**config.mk**
```make
export PLATFORM = sky130hd
export DESIGN_NAME = pipeline_ctrl
export DESIGN_NICKNAME = d
export VERILOG_FILES = /design/src/rtl/lc3b_types.sv /design/src/rtl/sat_counter.sv /design/src/rtl/pipeline_ctrl.sv
export SDC_FILE = /design/constraint.sdc
export NUM_CORES = 1
export LEC_CHECK = 0
export CORE_MARGIN = 3
export CORE_UTILIZATION = 40
export CTS_BUF_LIST = sky130_fd_sc_hd__clkbuf_8
export DETAILED_ROUTE_END_ITERATION = 10
export PLACE_DENSITY = 0.69
export SYNTH_ARGS = -nofsm -noshare
export SYNTH_HDL_FRONTEND = slang
export SYNTH_SLANG_ARGS = --single-unit
```
**constraint.sdc**
```tcl
create_clock -name clk -period 6.35 [get_ports clk]
set_clock_uncertainty 0.15 [all_clocks]
set_input_delay 1.27 -clock clk [delete_from_list [all_inputs] [get_ports clk]]
set_output_delay 1.27 -clock clk [all_outputs]
set_load 0.005 [all_outputs]
```
**src/rtl/lc3b_types.sv**
```systemverilog
// lc3b_types: shared types and constants for the LC-3b pipeline.
//   pipeline_ctrl_state_t : sequencer states (INIT flush, RUN, STALL)
//   NOP_CWORD             : control word the datapath muxes into a
//                           pipeline register when its bubble is set
package lc3b_types;

    typedef enum logic [1:0] {
        INIT  = 2'b00,
        RUN   = 2'b01,
        STALL = 2'b10
    } pipeline_ctrl_state_t;

    localparam logic [15:0] NOP_CWORD = 16'h0000;

endpackage

```
**src/rtl/sat_counter.sv**
```systemverilog
// sat_counter: up-counter that sticks at its all-ones value.
//   clk   in          rising-edge clock
//   reset in          synchronous active-high clear
//   inc   in          count this cycle
//   count out [width] current count (registered)
module sat_counter #(
    parameter int width = 16
) (
    input  logic             clk,
    input  logic             reset,
    input  logic             inc,
    output logic [width-1:0] count
);

    logic [width-1:0] count_r;

    // count register: clears on reset, holds once every bit is set
    always_ff @(posedge clk) begin
        if (reset) begin
            count_r <= '0;
        end else if (inc && (count_r != '1)) begin
            count_r <= count_r + width'(1);
        end else begin
            count_r <= count_r;
        end
    end

    assign count = count_r;

endmodule

```
**src/rtl/pipeline_ctrl.sv**
```systemverilog
// pipeline_ctrl: central sequencer of the five-stage LC-3b pipeline.
// Generates PC / pipeline register load and bubble enables, stalls on
// outstanding instruction/data memory accesses and load-use hazards,
// flushes younger stages on a branch taken in MEM, runs a post-reset
// all-bubble flush and keeps a saturating stall-cycle counter.
// Ports:
//   clk, reset (sync, active high)
//   imem_resp, dmem_req, dmem_resp, load_use, branch_taken : status inputs
//   imem_read, dmem_en              : memory requests
//   load_pc, load_<stage>           : register load enables
//   bubble_<stage>                  : load NOP_CWORD instead of upstream
//   pc_sel_target                   : PC mux picks branch target
//   fetch_hold_load, fetch_hold_sel : fetch hold buffer capture / select
//   stall_count [CNT_W]             : saturating stall-cycle count
module pipeline_ctrl
    import lc3b_types::*;
#(
    parameter int FLUSH_CYCLES = 4,
    parameter int CNT_W        = 16
) (
    input  logic             clk,
    input  logic             reset,
    input  logic             imem_resp,
    input  logic             dmem_req,
    input  logic             dmem_resp,
    input  logic             load_use,
    input  logic             branch_taken,
    output logic             imem_read,
    output logic             dmem_en,
    output logic             load_pc,
    output logic             load_if_id,
    output logic             load_id_ex,
    output logic             load_ex_mem,
    output logic             load_mem_wb,
    output logic             bubble_if_id,
    output logic             bubble_id_ex,
    output logic             bubble_ex_mem,
    output logic             bubble_mem_wb,
    output logic             pc_sel_target,
    output logic             fetch_hold_load,
    output logic             fetch_hold_sel,
    output logic [CNT_W-1:0] stall_count
);

    localparam int               FC_W       = $clog2(FLUSH_CYCLES + 1);
    localparam logic [FC_W-1:0]  FLUSH_LAST = FC_W'(FLUSH_CYCLES - 1);

    pipeline_ctrl_state_t state_r, state_next_s;
    logic [FC_W-1:0]      flush_cnt_r;
    logic                 i_done_r, d_done_r;
    logic                 active_s, i_ok_s, d_ok_s, adv_s, stall_inc_s;

    // A response already seen in this stall counts as satisfied; a side
    // with no data request is trivially satisfied.
    assign active_s    = (state_r == RUN) || (state_r == STALL);
    assign i_ok_s      = imem_resp | i_done_r;
    assign d_ok_s      = ~dmem_req | dmem_resp | d_done_r;
    assign adv_s       = active_s & i_ok_s & d_ok_s;
    // A load-use bubble costs a cycle just like a memory wait, unless a
    // taken branch squashes the dependent instruction anyway.
    assign stall_inc_s = active_s & (~adv_s | (load_use & ~branch_taken));

    // state register
    always_ff @(posedge clk) begin
        if (reset) begin
            state_r <= INIT;
        end else begin
            state_r <= state_next_s;
        end
    end

    // post-reset flush counter; stops at its last value once RUN is reached
    always_ff @(posedge clk) begin
        if (reset) begin
            flush_cnt_r <= '0;
        end else if ((state_r == INIT) && (flush_cnt_r != FLUSH_LAST)) begin
            flush_cnt_r <= flush_cnt_r + FC_W'(1);
        end else begin
            flush_cnt_r <= flush_cnt_r;
        end
    end

    // response-received flags: set while waiting, cleared on advance and in INIT
    always_ff @(posedge clk) begin
        if (reset) begin
            i_done_r <= 1'b0;
            d_done_r <= 1'b0;
        end else if (active_s && !adv_s) begin
            i_done_r <= i_done_r | imem_resp;
            d_done_r <= d_done_r | dmem_resp;
        end else begin
            i_done_r <= 1'b0;
            d_done_r <= 1'b0;
        end
    end

    // next-state and pipeline control decode
    always_comb begin
        state_next_s    = state_r;
        imem_read       = 1'b0;
        dmem_en         = 1'b0;
        load_pc         = 1'b0;
        load_if_id      = 1'b0;
        load_id_ex      = 1'b0;
        load_ex_mem     = 1'b0;
        load_mem_wb     = 1'b0;
        bubble_if_id    = 1'b0;
        bubble_id_ex    = 1'b0;
        bubble_ex_mem   = 1'b0;
        bubble_mem_wb   = 1'b0;
        pc_sel_target   = 1'b0;
        fetch_hold_load = 1'b0;
        fetch_hold_sel  = 1'b0;
        case (state_r)
            INIT: begin
                // Pipeline registers are not reset: clock NOPs through all of them.
                load_if_id    = 1'b1;
                load_id_ex    = 1'b1;
                load_ex_mem   = 1'b1;
                load_mem_wb   = 1'b1;
                bubble_if_id  = 1'b1;
                bubble_id_ex  = 1'b1;
                bubble_ex_mem = 1'b1;
                bubble_mem_wb = 1'b1;
                if (flush_cnt_r == FLUSH_LAST) begin
                    state_next_s = RUN;
                end else begin
                    state_next_s = INIT;
                end
            end
            RUN, STALL: begin
                imem_read = ~i_done_r;
                dmem_en   = dmem_req & ~d_done_r;
                if (!adv_s) begin
                    // Freeze everything; park an early fetch word in the hold buffer.
                    state_next_s    = STALL;
                    fetch_hold_load = imem_resp;
                end else begin
                    state_next_s   = RUN;
                    fetch_hold_sel = i_done_r;
                    if (branch_taken) begin
                        load_pc       = 1'b1;
                        load_if_id    = 1'b1;
                        load_id_ex    = 1'b1;
                        load_ex_mem   = 1'b1;
                        load_mem_wb   = 1'b1;
                        pc_sel_target = 1'b1;
                        bubble_if_id  = 1'b1;
                        bubble_id_ex  = 1'b1;
                        bubble_ex_mem = 1'b1;
                    end else if (load_use) begin
                        // Hold IF/ID and PC, insert a NOP behind the load;
                        // the fetched word is dropped and refetched.
                        load_id_ex   = 1'b1;
                        bubble_id_ex = 1'b1;
                        load_ex_mem  = 1'b1;
                        load_mem_wb  = 1'b1;
                    end else begin
                        load_pc     = 1'b1;
                        load_if_id  = 1'b1;
                        load_id_ex  = 1'b1;
                        load_ex_mem = 1'b1;
                        load_mem_wb = 1'b1;
                    end
                end
            end
            default: begin
                state_next_s = INIT;
            end
        endcase
    end

    sat_counter #(.width(CNT_W)) u_stall_cnt (
        .clk   (clk),
        .reset (reset),
        .inc   (stall_inc_s),
        .count (stall_count)
    );

endmodule

```
==> results.yml <==
pwr:
  pwr-share-comb_pct: 35.6
  power.switching_uw: 121
  power_frac_seq_pct: 42.4
  powerDensity_nw_per_um2: 228
  irDropWorstVdd_uv: 81.6
  leakagePower_nw: 0.651
  pwr-share-clk_pct: 22.0
  switching_share_pct: 30.3
  intPower_uw: 278
worst_setup_path:
  worstRegToRegCells: 5
  critPathKind: "in2out"
  worst-path-buf-inv: 2
  cp-end-kind: "primary output"
  crit_slowest_cell: "nor3b_1"
  crit_path_max_fanout: 7
  worstReg2RegEnd: "u_stall_cnt.count[15]$_SDFFE_PP0P_"
  cpMostUsedCell: "clkdlybuf4s50_1"
  crit_chain: "clkdlybuf4s50_1 -> nor3b_2 -> nor3b_1 -> a21oi_1 -> nor2_1 -> clkdlybuf4s50_1"
  startpoint_type: "input port"
  cp.depth: 6
  r2r_slack_ps: 4030
  slowest_delay_ps: 600
  rr_startpoint: "u_stall_cnt.count[0]$_SDFFE_PP0P_"
  path_delay_family: "simple AND/OR/NAND/NOR gates"
  cp_data_arrival_time_ps: 3340
  required_ps: 4930
die:
  die_area_sq_um: 4070
  initial_core_util_pct: 42.7
  die_w_um: 63.8
  rows: 20
  core_sq_um: 3130
  fp.dieH_um: 63.8
  io_pins: 37
yosys:
  syn-cell-area_sq_um: 1340
  yosysWarningCount: 0
  netlist_top_cells_area: "dfxtp_1 (34%), or4_1 (5.1%), ha_1 (4.7%), a21oi_1 (4.5%), o31ai_1 (4.5%)"
  synth.avg_cell_area_sq_um: 8.73
  synth_top_area_share_pct: 34.5
  synth_nets: 165
  ys_seq_area_share_pct: 34.5
  netlist_instances: 153
  synth_cell_types: 41
  ys_ff_latch: 23
  yosys.area.top_type: "dfxtp_1"
clock_network:
  clockBufferDepth: 2
  htreeDepth: 1
  clock_sinks: 23
  root_buffer: "clkbuf_8"
  cts_setup_buffers: 0
  cts-resized-gates: 0
  cts_buffers: 3
  insertion_delay_ps: 260
  clk_pin_slew_ps: 70
  cts_tree: "yes"
  ctsHoldBuffers: 0
timing:
  min_period_over_period_pct: 74.9
  drv_slew: 0
  max_freq_mhz: 210
  relSlewSlack_pct: 46.0
  fin_crit_ps: 4760
  worst_pin_slew_ps: 805
  rsz0062_at_grt: "no"
  finalSetupViolCount: 0
  tns_ps: 0
  finalHoldViolCount: 0
global_routing:
  grt_use_total_pct: 15.3
  grt_pass1_vias: 1239
  antenna_found_initial: 0
  grt_first_pass_wirelength_mm: 5.18
  grt-ovfl-total: 0
  grt_start_max_net_pins: 30
place:
  io_buffers: 36
  dp_hpwl_mm: 2.26
  dp_cells: 225
  place.gp.congestion: 0.759
flow_run:
  cap_violations: 0
layout:
  area_growth_syn_to_layout_pct: 31.2
  nFillCells: 300
  diodes: 0
  area.sequential_sq_um: 460
  multiInputGateArea_sq_um: 798
  final_cell_mix: "clkdlybuf4s50_1 (36), dfxtp_1 (23), nor2_1 (15), a21oi_1 (12)"
  fin_nets: 198
  instances_no_fill: 229
  final_common_cell: "clkdlybuf4s50_1"
  drive_gt1_share_pct: 7.57
routing:
  wl_mm: 3.02
  vias: 1281
  firstDrtPassIters: 4
  drc: 0
  via_per_inst: 5.59
  antenna_left: 0
  drt_iter0_markers: 50
  post_drt_wl_per_cell_um: 13.2
worst_hold_path:
  whs_path_depth: 2
  holdCritStartpoint: "flush_cnt_r[2]$_SDFFE_PP0P_"
  min_to: "flush_cnt_r[2]$_SDFFE_PP0P_"
  min_path_type: "reg2reg"
status:
  status: "finished clean"
-- kinds of logic (layout without fill, tap and decap cells) --
| group | count (synthesis) | count (layout) | synth area share [%] |
|---|---|---|---|
| adders and majority gates | 5 | 5 | 4.68 |
| muxes | 4 | 4 | 3.56 |
| AOI/OAI and AO/OA | 32 | 32 | 15.8 |
| xor gates and xnor gates | 1 | 1 | 0.656 |
| buffers and inverters | 16 | 48 | 6.18 |
| DFF | 23 | 23 | 34.5 |
| and+or+nand+nor | 72 | 72 | 34.6 |
-- state kept, by name, summed over array words and instances, names as in the netlist --
name               flops
d_done_r               1
flush_cnt_r            3
i_done_r               1
state_r                2
u_stall_cnt.count     16
-- per-layer routing --
layer	track usage (%)	share of wire [%]
met1	18.3	45
met2	27.0	49
met3	2.64	5.0
met4	6.20	1.4
met5	0	0
-- tightest hold or removal path: stages, from the launching register on --
cell and delay (ps):
dfxtp_1 320, nor2_1 100, a211oi_1 50
-- synth_stat cells, drive strengths merged --
cell / instances
mux2i: 1
a21oi: 12
and3b: 1
nand3: 9
o211ai: 1
dfxtp: 23
and4: 1
o211a: 2
nand4: 5
o41ai: 1
a211oi: 2
nor4b: 1
buf: 6
nand2: 5
nor3: 6
o21a: 1
and2: 1
clkbuf: 3
nor2b: 5
xnor2: 1
mux2: 3
or3b: 1
o31ai: 8
nor3b: 2
o31a: 2
inv: 7
o21ai: 3
nor2: 15
and3: 4
or3: 1
nor4: 6
or4: 9
ha: 5
-- how the worst max path moves through the flow --
stage | slack (ps) | to | start
global placement | 1700 | bubble_id_ex | dmem_req
floorplan | 2640 | bubble_if_id | dmem_req
global route | 1460 | load_ex_mem | dmem_req
finish | 1590 | bubble_if_id | dmem_req
detailed placement | 1590 | bubble_if_id | dmem_req
CTS | 1590 | bubble_if_id | dmem_req
-- power by group through the flow --
stage / clock [mW] / sequential [mW] / combinational (mW)
after floorplan: 0 / 0.171 / 0.0877
after global placement: 0 / 0.172 / 0.138
after detailed placement: 0 / 0.173 / 0.144
after CTS: 0.0937 / 0.170 / 0.145
after global routing: 0.0988 / 0.172 / 0.160
final: 0.0878 / 0.169 / 0.142
-- metrics by stage --
step / hold slack (ps) / worst slack [ps] / utilization (%) / instance area, sq um / power [mW]
floorplan: 315 / 2640 / - / 1340 / 0.258
finish: 363 / 1590 / 56.0 / 1750 / 0.399
CTS: 370 / 1590 / 56.0 / 1750 / 0.408
global route: 422 / 1460 / 56.0 / 1750 / 0.430
global placement: 329 / 1700 / 54.6 / 1710 / 0.310
detailed placement: 361 / 1590 / 54.6 / 1710 / 0.318
-- area by class of cell --
cell class	count	area share, %
Clock inverter	1	0.214
Tap cell	44	3.14
Sequential cell	23	26.3
Multi-Input combinational cell	114	45.5
Inverter	7	1.50
Clock buffer	3	2.36
Timing Repair Buffer	37	21.0
Power figures use the tool's default switching activity.
